### config.mk
export PLATFORM = sky130hd
export DESIGN_NAME = demux4_reg
export DESIGN_NICKNAME = d
export VERILOG_FILES = /design/src/rtl/demux4_reg.sv
export SDC_FILE = /design/constraint.sdc
export NUM_CORES = 1
export LEC_CHECK = 0
export ABC_AREA = 1
export ABC_CLOCK_PERIOD_IN_PS = 2500
export BUFFER_PORTS_ARGS = -buffer_cell sky130_fd_sc_hd__buf_2
export CORE_ASPECT_RATIO = 1.25
export CORE_MARGIN = 1.5
export CORE_UTILIZATION = 55
export CTS_CLUSTER_SIZE = 40
export DETAILED_ROUTE_END_ITERATION = 8
export GPL_TIMING_DRIVEN = 0
export PLACE_DENSITY_LB_ADDON = 0.25
export SETUP_SLACK_MARGIN = 0.15
export SLEW_MARGIN = 10
export SYNTH_ARGS = -nofsm -noshare
export SYNTH_HDL_FRONTEND = slang
export SYNTH_SLANG_ARGS = --single-unit
### constraint.sdc
create_clock -name clk -period 2.5 [get_ports clk]
set_clock_uncertainty 0.1 [all_clocks]
set_input_delay 0.25 -clock clk [delete_from_list [all_inputs] [get_ports clk]]
set_output_delay 0.25 -clock clk [all_outputs]
set_load 0.02 [all_outputs]
### src/rtl/demux4_reg.sv
// demux4_reg: one-word registered demultiplexer. An input word is steered
// into one of four single-entry holding registers selected by sel; each
// channel then drains independently through its own valid/ready handshake.
// A 16-bit counter tallies accepted input words.
module demux4_reg #(
  parameter int unsigned WIDTH = 8
) (
  input  logic             clk,
  input  logic             rst_n,
  input  logic             in_valid,
  output logic             in_ready,
  input  logic [WIDTH-1:0] in_data,
  input  logic [1:0]       sel,
  output logic             out_valid0,
  output logic             out_valid1,
  output logic             out_valid2,
  output logic             out_valid3,
  input  logic             out_ready0,
  input  logic             out_ready1,
  input  logic             out_ready2,
  input  logic             out_ready3,
  output logic [WIDTH-1:0] out_data0,
  output logic [WIDTH-1:0] out_data1,
  output logic [WIDTH-1:0] out_data2,
  output logic [WIDTH-1:0] out_data3,
  output logic [15:0]      xfer_count
);

  logic [3:0]       full_q;
  logic [3:0]       full_d;
  logic [WIDTH-1:0] data_q [4];
  logic [WIDTH-1:0] data_d [4];
  logic [15:0]      count_q;
  logic [15:0]      count_d;

  logic [3:0]       out_ready;
  logic [3:0]       drain;
  logic [3:0]       load;
  logic             accept;

  assign out_ready = {out_ready3, out_ready2, out_ready1, out_ready0};

  // Ready depends only on the addressed channel: empty, or emptying this edge.
  assign in_ready = ~full_q[sel] | out_ready[sel];
  assign accept   = in_valid & in_ready;

  // Per-channel next state: a load wins over a drain so drain+load keeps
  // the channel full with the new word and no bubble.
  always_comb begin
    full_d  = full_q;
    drain   = '0;
    load    = '0;
    count_d = count_q;
    for (int unsigned k = 0; k < 4; k++) begin
      data_d[k] = data_q[k];
      drain[k]  = full_q[k] & out_ready[k];
      load[k]   = accept & (sel == 2'(k));
      if (load[k]) begin
        full_d[k] = 1'b1;
        data_d[k] = in_data;
      end else if (drain[k]) begin
        full_d[k] = 1'b0;
      end
    end
    if (accept) begin
      count_d = count_q + 16'd1;
    end
  end

  // State registers; reset empties every channel and zeroes data and count.
  always_ff @(posedge clk or negedge rst_n) begin
    if (!rst_n) begin
      full_q  <= '0;
      count_q <= '0;
      for (int unsigned k = 0; k < 4; k++) begin
        data_q[k] <= '0;
      end
    end else begin
      full_q  <= full_d;
      count_q <= count_d;
      for (int unsigned k = 0; k < 4; k++) begin
        data_q[k] <= data_d[k];
      end
    end
  end

  assign out_valid0 = full_q[0];
  assign out_valid1 = full_q[1];
  assign out_valid2 = full_q[2];
  assign out_valid3 = full_q[3];
  assign out_data0  = data_q[0];
  assign out_data1  = data_q[1];
  assign out_data2  = data_q[2];
  assign out_data3  = data_q[3];
  assign xfer_count = count_q;

endmodule

==> metrics.md, run 1 <==
| Metric | Value |
|---|---|
| Via count | 2,389 |
| Met2 routed WL | 3.13 mm |
| Static Leakage | 1.69 nW |
| Vias per cell | 5.25 |
| First-pass GRT wire length | 10.2 mm |
| Worst IR drop on VDD | 0.437 mV |
| # Max-Cap Violations | 0 |
| Share of cells above drive strength 1 | 22.7% |
| Syn Nets | 339 |
| Gate power share | 28.9% |
| Mean Syn Cell Area | 8.03 sq um |
| Remaining routing DRC violations | 0 |
| Final Critical Period | 1750 ps |
| Die Height | 79.5 um |
| Critical path launch point type | flop |
| Later-pin clock latency in the skew report | 300 ps |
| Hold Crit Start | out_ready0 |
| Final Max Tran Viols | 0 |
| CP max-delay cell | dfrtp_1 |
| Design Area, Final | 3100 sq um |
| Netlist cell types | 18 |
| Proportion of synthesized area in mux cells | 0% |
| Mapped cell area | 2580 sq um |
| CP Capture Type | output port |
| Routed wl met3 | 367 um |
| Wl on met1 | 2.42 mm |
| Final #Nets | 414 |
| Simple-Gate Fraction of Synth Area | 38.5% |
| CTS tree | done |
| Buf/Inv on CP | 2 |
| Synth Warn # | 0 |
| Most frequent cells in the layout | nand2_1 (149), buf_2 (67), dfrtp_1 (52), nand4_1 (38), nor2_1 (18) |
| GRT Util Overall | 25.6% |
| Final period util | 70.2% |
| CTS sink count | 52 |
| CP arrival | 1400 ps |
| Setup TNS | 0 ps |
| Register area | 1300 sq um |
| Vias in the first global route | 2,302 |
| Area of the multi-input gates | 1100 sq um |
| Final setup vio count | 0 |
| CP delay by family, top | flip-flops |
| Max incr delay on CP | 410 ps |
| Total CTS buffers | 5 |
| PwrDens | 761 nW/um^2 |
| Final ANT Viol Nets | 0 |
| Most frequent CP cell | nand2_1 |
| Part of the power in registers | 47.2% |
| Worst reg2reg path startpoint | xfer_count[0] |
| Die area | 5110 sq um |
| Area post-placement | 2980 sq um |
| Yosys reg bits | 52 |
| Area delta synth->final | 20.5% |
| Leading area contributor after synthesis | dfrtp_1 |
| IO buf count | 67 |
| Die width | 64.2 um |
| H-Tree Depth | 2 |
| Fmax | 570 MHz |
| Unrepaired setup endpoints after global routing | false |
| Clk pwr share | 23.9% |
| Power Internal | 0.00152 W |
| # IOs | 70 |
| Ranking of synthesized cells by area | dfrtp_1 (51%), nand2_1 (22%), nand4_1 (9.2%) |
| Seq/Total Area, Yosys | 50.5% |
| Commonest non-fill, non-tap cell in the layout | nand2_1 |
| Synth Area in Adders | 0.486% |
| Sw Ratio | 35.5% |
| Routed wire length per instance | 13.2 um |
| Clock slew at reported path FFs | 90 ps |
| Core box area | 4460 sq um |
| Synth top area share | 50.5% |
| R2R Setup Slk | 770 ps |
| Share of the synthesized area in compound gates (AO/OA/AOI/OAI) | 1.55% |
| Post-DP HPWL | 4.39 mm |
| First-pass DRT Iterations | 4 |
| Antenna fix cells | 0 |
| Filler cell count | 399 |
| Sw power | 0.000839 W |
| Max Root-Sink Buffers | 2 |
| Grt total ovfl | 0 |
| Critical Path RT | 2150 ps |
| Final Hold Viols | 0 |
| Critical path, cell by cell | nand2_1, nand2_1, nand2_1, nand2_1, nand2_2, buf_2, buf_2 |
| Site Rows | 27 |
| Largest family of logic cells by synthesized area | simple AND/OR/NAND/NOR gates |
| Worst-margin pin slew | 653 ps |
| Drt total wl | 6.02 mm |
| Largest net degree at the start of global routing | 53 |
| Slew HR | 56.5% |
| Kind of critical path | reg -> out |
| Final GP Congestion | 0.870 |
| Hold WC Path Type | in -> reg |
| Synth Instances | 321 |
| Post-synthesis xor/xnor area fraction | 2.38% |
| Max Used Layer | met4 |
| Initial antenna violation count | 0 |
| Worst Setup SP | full_q[0] |
| Outcome | completed |
| Max FO, Critical Path | 10 |
| DR iter-0 viols | 90 |
| Effective utilization at floorplan | 57.8% |
| Root Driver | clkbuf_8 |
worst paths after layout:
check                                 endpoint  depth (start not counted)
worst max-delay path                  in_ready                          7
min in group asynchronous        xfer_count[3]                          2
worst max register to register  xfer_count[14]                          8
worst min register to register    out_data2[4]                          2
max in group asynchronous         out_data2[1]                          2
worst min-delay path                 full_q[0]                          2
cells by family (layout without fill, tap and decap cells):
logic type | count (synthesis) | in the layout
compound gates | 8 | 8
xor+xnor | 7 | 7
fa+ha+maj | 1 | 1
buf+inv | 30 | 106
flops | 52 | 52
simple gates | 223 | 223
Yosys cell counts:
| cell | count |
|---|---|
| nand2_1 | 149 |
| dfrtp_1 | 52 |
| nand4_1 | 38 |
| nor2_1 | 18 |
| inv_1 | 15 |
| nand3_1 | 12 |
| o21ai_0 | 8 |
| buf_6 | 7 |
| xnor2_1 | 7 |
| clkbuf_1 | 4 |
| nand3_2 | 4 |
| buf_2 | 1 |
| buf_4 | 1 |
| clkinv_1 | 1 |
| ha_1 | 1 |
| inv_2 | 1 |
| nand2_2 | 1 |
| nor2_8 | 1 |
worst register-to-register path, delay by kind of cell, from the launching register on:
kind	cells	cell delay, ps
fa+ha+maj	1	290
simple gates	7	770
flops	1	470
cell type report:
| cell class | count | area share [%] |
|---|---|---|
| Sequential cell | 52 | 41.9 |
| Clock inverter | 2 | 1.13 |
| Tap cell | 58 | 2.34 |
| Timing Repair Buffer | 68 | 11.2 |
| Multi-Input combinational cell | 239 | 35.6 |
| Buffer | 13 | 3.43 |
| Inverter | 17 | 2.06 |
| Clock buffer | 6 | 2.34 |
what timing repair did:
action / 4_1_cts / 5_1_grt
hold buffers: 0 / 1
gates resized for setup: 0 / 0
buffers inserted: 0 / 0
endpoints found under the hold margin: 0 / 52
flip-flops by register name, summed over array words and instances, names as in the netlist:
signal	count
full_q	4
out_data2	8
out_data0	8
out_data3	8
out_data1	8
xfer_count	16
per-layer routing:
metal  GRT usage, %  up-vias
met5              0        -
met4           10.0        0
met3           5.22       11
met2           45.4       74
met1           30.3     1112
li1               -     1192
per-stage QoR:
stage	instances	power (W)	setup WS (ps)	hold slack, ps	utilization (%)
6_report	455	0.00236	746	29.2	69.6
3_5_place_dp	446	0.00182	787	354	66.9
3_3_place_gp	446	0.00180	802	348	66.9
5_1_grt	455	0.00249	585	51.3	69.6
2_1_floorplan	321	0.00156	898	-146	-
4_1_cts	454	0.00238	728	27.2	69.3
power groups by stage:
stage,clock network (W),registers (W),logic [W]
final,0.000565,0.00112,0.000682
after floorplan,0,0.00130,0.000253
after CTS,0.000576,0.00112,0.000687
after global routing,0.000606,0.00113,0.000754
after global placement,0,0.00113,0.000676
after detailed placement,0,0.00113,0.000688
No activity file was read; power rests on OpenSTA's default activity.
==> run 2, diff against run 1 <==
Settings changed: ABC_CLOCK_PERIOD_IN_PS 2500 to 1800, CORE_UTILIZATION 55 to 52.
Clock period 2.5 ns to 1.8 ns, I/O delays scaled along.
==> run 2 against run 1 <==
Final cell count up 2.4%; die area up 5.5%; sequential share of layout area shrank 1.1 points; combinational power is 45% higher; routed wire length up 5.1%; critical endpoint unchanged; highest routed layer unchanged.
==> metrics.md, run 2 (synthesis gave the netlist of run 1 again) <==
| Metric | Value |
|---|---|
| CTS tree | done |
| DR iter-0 viols | 164 |
| Filler cell count | 429 |
| Commonest non-fill, non-tap cell in the layout | nand2_1 |
| Worst hold stages | 3 |
| Die width | 66.0 um |
| Hold Crit Start | in_data[5] |
| Min-Delay Endpoint | out_data3[5] |
| Critical R2R Capture | xfer_count[14] |
| Unrepaired setup endpoints after global routing | false |
| Routed wire length per instance | 13.6 um |
| Max FFs per register | 16 |
| Final #Nets | 423 |
| Final Critical Period | 1580 ps |
| Die Height | 81.7 um |
| Initial antenna violation count | 0 |
| Worst-margin pin slew | 665 ps |
| Final ANT Viol Nets | 0 |
| Kind of critical path | reg -> out |
| Via count | 2,487 |
| # IOs | 70 |
| Final setup vio count | 0 |
| Setup TNS | 0 ps |
| Clock slew at reported path FFs | 90 ps |
| # Max-Cap Violations | 0 |
| Antenna fix cells | 0 |
| Area delta synth->final | 24.0% |
| Outcome | completed |
| Site Rows | 28 |
| Grt total ovfl | 0 |
| Area post-placement | 2990 sq um |
| Reg2Reg Depth | 8 |
| Design Area, Final | 3190 sq um |
| Effective utilization at floorplan | 54.1% |
| Slew HR | 55.7% |
| Worst reg2reg path startpoint | xfer_count[0] |
| PwrDens | 1010 nW/um^2 |
| Critical Path RT | 1520 ps |
| Largest net degree at the start of global routing | 53 |
| CTS sink count | 52 |
| Post-route insts no fill | 466 |
| First-pass DRT Iterations | 4 |
| Final Hold Viols | 0 |
| Post-DP HPWL | 4.46 mm |
| Critical path launch point type | flop |
| IO buf count | 67 |
| H-Tree Depth | 2 |
| R2R Setup Slk | 270 ps |
| Share of cells above drive strength 1 | 24.6% |
| Remaining routing DRC violations | 0 |
| Static Leakage | 1.72 nW |
| Max Root-Sink Buffers | 2 |
| Later-pin clock latency in the skew report | 310 ps |
| CP arrival | 1300 ps |
| Vias per cell | 5.34 |
| Pwr Total | 0.00322 W |
| Hold WC Path Type | in -> reg |
| Max FO, Critical Path | 5 |
| CP Capture Type | output port |
| WHS | 70.7 ps |
| Fmax | 632 MHz |
| Most frequent cells in the layout | nand2_1 (149), buf_2 (65), dfrtp_1 (49), nand4_1 (38), nor2_1 (16) |
| Worst IR drop on VDD | 0.658 mV |
| First-pass GRT wire length | 10.4 mm |
| Total CTS buffers | 5 |
| Final Max Tran Viols | 0 |
| Core box area | 4760 sq um |
| Vias in the first global route | 2,213 |
| Die area | 5390 sq um |
| DP Cell Count | 448 |
| Final period util | 87.8% |
| Drt total wl | 6.33 mm |
| Root Driver | clkbuf_8 |
| GRT Util Overall | 25.6% |
| Final GP Congestion | 0.830 |
## run 2: cell type report
cell class	instances	area (sq um)	area share [%]
Buffer	13	113	3.53
Clock buffer	8	90.1	2.82
Inverter	17	63.8	2.00
Multi-Input combinational cell	239	1120	35.1
Sequential cell	52	1310	40.9
Tap cell	60	75.1	2.35
Timing Repair Buffer	77	428	13.4
## run 2: power breakdown
group | switching, W | internal [W]
combinational | 0.000636 | 0.000350
clock | 0.000367 | 0.000314
sequential | 0.000177 | 0.00138
total | 0.00118 | 0.00204
## run 2: per-layer routing
layer / global-route usage (%) / share of wire (%)
met5: 0 / 0
met4: 7.55 / 1.5
met3: 5.89 / 5.8
met2: 44.4 / 52
met1: 32.0 / 41
## run 2: critical path, stage by stage, from the launching register on
cell and delay (ps):
dfrtp_1 390, nand2_1 60, nand2_1 60, nand2_1 40, nand2_1 70, nand2_2 80
buf_6 140, buf_4 150
## run 2: repair_timing
action	4_1_cts	5_1_grt
cloned	0	0
gates resized for setup	3	7
hold buffers	4	1
buffers inserted	0	5
setup endpoints to repair	2	6
hold endpoints to repair	4	52
## run 2: how the worst max path moves through the flow
stage                endpoint  depth (start not counted)          start
6_report             in_ready                          7      full_q[1]
4_1_cts        xfer_count[14]                          8  xfer_count[0]
2_1_floorplan  xfer_count[14]                          8  xfer_count[0]
5_1_grt              in_ready                          7      full_q[0]
3_5_place_dp   xfer_count[14]                          8  xfer_count[0]
3_3_place_gp   xfer_count[14]                          8  xfer_count[0]
## run 2: metrics by stage
step                utilization (%)  setup slack (ps)
finish                         67.0               219
detailed placement             62.7               116
global route                   67.0               143
CTS                            65.6               154
floorplan                         -               198
global placement               62.7               112
